### src/rtl/alu_ser_pkg.sv
// Shared types and constants for the ALU result serializer.
// The checksum feature itself is selected by ALU_SER_CHKSUM_EN in alu_result_serializer.
package alu_ser_pkg;

  typedef enum logic [1:0] {
    IDLE = 2'd0,
    SEND = 2'd1,
    CHK  = 2'd2,
    DONE = 2'd3
  } ser_state_t;

  localparam logic [7:0] STATUS_TAG = 8'hA0;

  // Number of data bytes carried by one result word.
  function automatic int nbytes(input int res_w);
    return res_w / 8;
  endfunction

endpackage

### src/rtl/alu_res_fifo.sv
// Small synchronous FIFO holding {carry, result} words for the serializer.
// A push while full is only taken when a pop happens on the same edge.
module alu_res_fifo
  import alu_ser_pkg::*;
#(
  parameter int WIDTH = 33,
  parameter int DEPTH = 2
) (
  input  logic             CLK,
  input  logic             RST,
  input  logic             push,
  input  logic             pop,
  input  logic [WIDTH-1:0] wdata,
  output logic [WIDTH-1:0] rdata,
  output logic             full,
  output logic             empty
);

  localparam int AW = $clog2(DEPTH);

  logic [WIDTH-1:0] mem [DEPTH];
  logic [AW:0]      wr_ptr;
  logic [AW:0]      rd_ptr;
  logic             wr_en;
  logic             rd_en;

  // The extra pointer bit distinguishes full from empty when the indices match.
  assign empty = (wr_ptr == rd_ptr);
  assign full  = (wr_ptr[AW] != rd_ptr[AW]) && (wr_ptr[AW-1:0] == rd_ptr[AW-1:0]);
  assign wr_en = push && (!full || pop);
  assign rd_en = pop && !empty;
  assign rdata = mem[rd_ptr[AW-1:0]];

  always_ff @(posedge CLK or negedge RST) begin
    if (!RST) begin
      wr_ptr <= '0;
      rd_ptr <= '0;
    end else begin
      if (wr_en) wr_ptr <= wr_ptr + 1'b1;
      if (rd_en) rd_ptr <= rd_ptr + 1'b1;
    end
  end

  // NOTE: storage has no reset; the pointers alone define which entries are valid.
  always_ff @(posedge CLK) begin
    if (wr_en) mem[wr_ptr[AW-1:0]] <= wdata;
  end

endmodule

### src/rtl/alu_result_serializer.sv
// Queues arithmetic results and emits each one as a byte frame: status, data MSB first,
// then an XOR checksum byte when ALU_SER_CHKSUM_EN is defined.
module alu_result_serializer
  import alu_ser_pkg::*;
#(
  parameter int RES_W      = 32,
  parameter int FIFO_DEPTH = 2
) (
  input  logic             CLK,
  input  logic             RST,
  input  logic [RES_W-1:0] IN_DATA,
  input  logic             IN_CARRY,
  input  logic             IN_VALID,
  output logic [7:0]       TX_DATA,
  output logic             TX_VALID,
  input  logic             TX_READY,
  output logic             BUSY,
  output logic             OVERFLOW,
  input  logic             OVF_CLR
);

  localparam int                NB       = nbytes(RES_W);
  localparam int                CNT_W    = $clog2(NB + 2);
  localparam logic [CNT_W-1:0]  LAST_CNT = CNT_W'(NB);

  logic             fifo_full;
  logic             fifo_empty;
  logic [RES_W:0]   fifo_rdata;
  logic             pop;
  logic             drop;
  logic             hs;

  ser_state_t       state_q, state_d;
  logic [7:0]       tx_data_q, tx_data_d;
  logic             tx_valid_q, tx_valid_d;
  logic [RES_W-1:0] shift_q, shift_d;
  logic [CNT_W-1:0] cnt_q, cnt_d;
  logic             overflow_q;
`ifdef ALU_SER_CHKSUM_EN
  logic [7:0]       chk_q, chk_d;
`endif

  alu_res_fifo #(
    .WIDTH (RES_W + 1),
    .DEPTH (FIFO_DEPTH)
  ) u_fifo (
    .CLK   (CLK),
    .RST   (RST),
    .push  (IN_VALID),
    .pop   (pop),
    .wdata ({IN_CARRY, IN_DATA}),
    .rdata (fifo_rdata),
    .full  (fifo_full),
    .empty (fifo_empty)
  );

  assign hs   = tx_valid_q && TX_READY;
  assign drop = IN_VALID && fifo_full && !pop;

  // NOTE: every signal written here gets its hold value first, so no path infers a latch.
  always_comb begin
    state_d    = state_q;
    tx_data_d  = tx_data_q;
    tx_valid_d = tx_valid_q;
    shift_d    = shift_q;
    cnt_d      = cnt_q;
    pop        = 1'b0;
`ifdef ALU_SER_CHKSUM_EN
    chk_d      = chk_q;
`endif
    unique case (state_q)
      IDLE, DONE: begin
        state_d    = IDLE;
        tx_valid_d = 1'b0;
        if (!fifo_empty) begin
          pop        = 1'b1;
          shift_d    = fifo_rdata[RES_W-1:0];
          tx_data_d  = STATUS_TAG | {7'd0, fifo_rdata[RES_W]};
          tx_valid_d = 1'b1;
          cnt_d      = '0;
          state_d    = SEND;
`ifdef ALU_SER_CHKSUM_EN
          chk_d      = STATUS_TAG | {7'd0, fifo_rdata[RES_W]};
`endif
        end
      end
      SEND: begin
        if (hs) begin
          if (cnt_q == LAST_CNT) begin
`ifdef ALU_SER_CHKSUM_EN
            tx_data_d  = chk_q;
            cnt_d      = cnt_q + 1'b1;
            state_d    = CHK;
`else
            tx_valid_d = 1'b0;
            state_d    = DONE;
`endif
          end else begin
            // Top byte of the shift register is the next data byte on the wire.
            tx_data_d = shift_q[RES_W-1 -: 8];
            shift_d   = shift_q << 8;
            cnt_d     = cnt_q + 1'b1;
`ifdef ALU_SER_CHKSUM_EN
            chk_d     = chk_q ^ shift_q[RES_W-1 -: 8];
`endif
          end
        end
      end
      CHK: begin
        if (hs) begin
          tx_valid_d = 1'b0;
          state_d    = DONE;
        end
      end
      default: state_d = IDLE;
    endcase
  end

  // NOTE: state uses non-blocking assignments so every register samples pre-edge values.
  always_ff @(posedge CLK or negedge RST) begin
    if (!RST) begin
      state_q    <= IDLE;
      tx_data_q  <= '0;
      tx_valid_q <= 1'b0;
      shift_q    <= '0;
      cnt_q      <= '0;
    end else begin
      state_q    <= state_d;
      tx_data_q  <= tx_data_d;
      tx_valid_q <= tx_valid_d;
      shift_q    <= shift_d;
      cnt_q      <= cnt_d;
    end
  end

`ifdef ALU_SER_CHKSUM_EN
  always_ff @(posedge CLK or negedge RST) begin
    if (!RST) chk_q <= '0;
    else      chk_q <= chk_d;
  end
`endif

  // A drop on the same edge as a clear wins, so no lost result goes unreported.
  always_ff @(posedge CLK or negedge RST) begin
    if (!RST)         overflow_q <= 1'b0;
    else if (drop)    overflow_q <= 1'b1;
    else if (OVF_CLR) overflow_q <= 1'b0;
  end

  assign TX_DATA  = tx_data_q;
  assign TX_VALID = tx_valid_q;
  assign OVERFLOW = overflow_q;
  assign BUSY     = !fifo_empty || (state_q != IDLE);

endmodule
### config.mk
export PLATFORM = sky130hd
export DESIGN_NAME = alu_result_serializer
export DESIGN_NICKNAME = d
export VERILOG_FILES = /design/src/rtl/alu_ser_pkg.sv /design/src/rtl/alu_res_fifo.sv /design/src/rtl/alu_result_serializer.sv
export SDC_FILE = /design/constraint.sdc
export NUM_CORES = 1
export LEC_CHECK = 0
export BUFFER_PORTS_ARGS = -buffer_cell sky130_fd_sc_hd__buf_2
export CORE_AREA = 2 2 146 77
export CTS_CLUSTER_SIZE = 14
export DETAILED_ROUTE_END_ITERATION = 16
export DIE_AREA = 0 0 148 79
export PLACE_DENSITY = 0.79
export SLEW_MARGIN = 0
export SYNTH_ARGS = -nofsm -noshare
export SYNTH_HDL_FRONTEND = slang
export SYNTH_HIERARCHICAL = 1
export SYNTH_SLANG_ARGS = --single-unit
### constraint.sdc
create_clock -name CLK -period 6.1 [get_ports CLK]
set_input_delay 0.915 -clock CLK [delete_from_list [all_inputs] [get_ports CLK]]
set_output_delay 0.915 -clock CLK [all_outputs]
set_load 0.01 [all_outputs]
==> flow_metrics.tcl <==
set metrics [dict create \
    clockBufferDepth 2 \
    peakVddDrop_uv 250 \
    synthArstFlopShare_pct 43.6 \
    cts-buffers-inserted 17 \
    hold_slack_ns 0.507 \
    rows 27 \
    power.total_mw 2.14 \
    tightest_slew_ns 1.17 \
    grt_first_pass_wirelength_um 14400 \
    ys.flop_type "edfxtp_1" \
    worstPathArrival_ns 3.38 \
    core_um2 10500 \
    die_x_um 148 \
    diodes 0 \
    ys_top_cells_by_area "edfxtp_1 39%, dfrtp_1 25%, mux2_2 14%" \
    final_common_cell "edfxtp_1" \
    critPathKind "flip-flop to flip-flop" \
    cts-hold-fix-buffers 0 \
    grt_usage_pct 16.7 \
    p_leak_nw 2.53 \
    fin_skew_ns 0.00692 \
    synth_area_leader_cell "edfxtp_1" \
    hp-class "flip-flop to flip-flop" \
    die-area_um2 11700 \
    critPathLaunchType "flip-flop" \
    mostFrequentLayoutCells "66 x edfxtp_1, 63 x mux2_2, 51 x dfrtp_1" \
    syn_area_um2 5100 \
    hold_viol_final 0 \
    end_kind "flip-flop" \
    synth-edff-count 66 \
    clk_pin_slew_ns 0.05 \
    powerDensity_nw_per_um2 353 \
    finalCriticalPeriod_ns 3.10 \
    tritoncts "yes" \
    grt_pass1_vias 2770 \
    portBuffers 48 \
    dp.cells 488 \
    drc 0 \
    clock_latency_ns 0.40 \
    yosysWarnings 6 \
    start_util_pct 48.4 \
    hpwl_um 5340 \
    ctsHtreeMaxLevel 4 \
    grt_max_degree 52 \
    cts_setup_buffers 0 \
    viasPerCell 5.03 \
    required_ns 6.38 \
    drt_iter0_drc 143 \
    drt_first_pass_iters 4 \
    maxCapViolCount 0 \
    fin_crit_sh_pct 50.8 \
    synth.top_cell.area_share_pct 38.9 \
    syn_inst 305 \
    tns_ns 0 \
    dieHeight_um 79 \
    finalWirelength_um 8820 \
    cts-root-buf "clkbuf_16" \
    ys_types 33 \
    syn-num-nets 348 \
    fin_cells 520 \
    run_status "finished, final reports clean" \
    layout.nets 405 \
    wl_per_cell_um 17.0 \
    cp_max_fo 48 \
    cts_resized 0 \
    num_vias 2614 \
    layout-drive-gt1-share_pct 49.3 \
    synth-seq-area-share_pct 63.9 \
    pin_count 49 \
    syn_to_final_growth_pct 19.0 \
    synth_area_per_cell_um2 16.7 \
    grt_setup_unrepaired "false" \
    ys_ff_latch 117 \
    postRouteAntennaNets 0 \
    setup_viol 0 \
    relSlewSlack_pct 21.6 \
    finalMaxSlewViolations 0 \
    antenna_found_initial 0 \
    clock_sinks 117 \
    grt-ovfl-total 0 \
    gp_congestion 0.713 \
    max_freq_ghz 0.323 \
]
## metal layers
layer,wire length (um),up-vias,GRT usage [%]
li1,-,1233,-
met1,4380,1315,22.8
met2,3980,58,24.6
met3,361,8,6.03
met4,96,0,6.48
met5,0,-,0
## state kept, by name (all words and copies together) (netlist names)
register       flops
u_fifo/mem        66
shift_q           32
TX_DATA            8
cnt_q              3
state_q            2
u_fifo/rd_ptr      2
u_fifo/wr_ptr      2
OVERFLOW           1
TX_VALID           1
## critical path, cell delays in order (launching register included)
cell	delay (ns)
dfrtp_1	0.39
inv_1	0.09
ha_2	0.89
nor2b_1	0.25
a2111oi_4	0.26
buf_4	0.65
mux2_2	0.41
## synth_stat cells, types with 3 or more instances
cell type and instances:
ha_1 5, mux2_4 33, edfxtp_1 66, nor2b_1 10
mux2i_1 9, clkbuf_1 5, buf_2 3, mux2_2 63
nor2_1 5, nand2_1 12, a21oi_1 3, buf_6 4
dfrtp_1 51, inv_1 12
## report_power, final
group          switching, mW  internal, mW
clock network          0.330         0.657
logic                  0.108        0.0670
registers             0.0302         0.948
## cells by family after synthesis
group,synth area share (%)
and+or+nand+nor,3.95
adders and majority gates,1.23
xor gates and xnor gates,0.491
DFF,63.9
muxes,25.4
buffers and inverters,2.72
AOI/OAI and AO/OA,2.31
## worst paths after layout
path                             start                to  slack, ns  depth (start not counted)
min reg2reg                shift_q[18]       shift_q[18]       0.51                          1
min                        shift_q[18]       shift_q[18]       0.51                          1
max                         state_q[1]        shift_q[0]       3.00                          6
max in group asynchronous          RST        shift_q[0]       5.00                          2
min in group asynchronous          RST  u_fifo/rd_ptr[1]       0.63                          2
max reg2reg                 state_q[1]        shift_q[0]       3.00                          6
## per-stage QoR
step	utilization, %	area [um^2]	setup WS, ns
detailed placement	51.9	5480	3.00
floorplan	-	5100	1.90
finish	57.6	6070	3.00
CTS	57.6	6070	2.96
global route	57.6	6070	2.74
global placement	51.9	5480	3.12
## final cells by class
type                            instances  area [um^2]
Clock buffer                           21          460
Clock inverter                         11          131
Fill cell                             836         4470
Inverter                               12         45.0
Multi-Input combinational cell        162         1720
Sequential cell                       117         3260
Tap cell                              145          181
Timing Repair Buffer                   52          270
No activity file was read; power rests on OpenSTA's default activity.
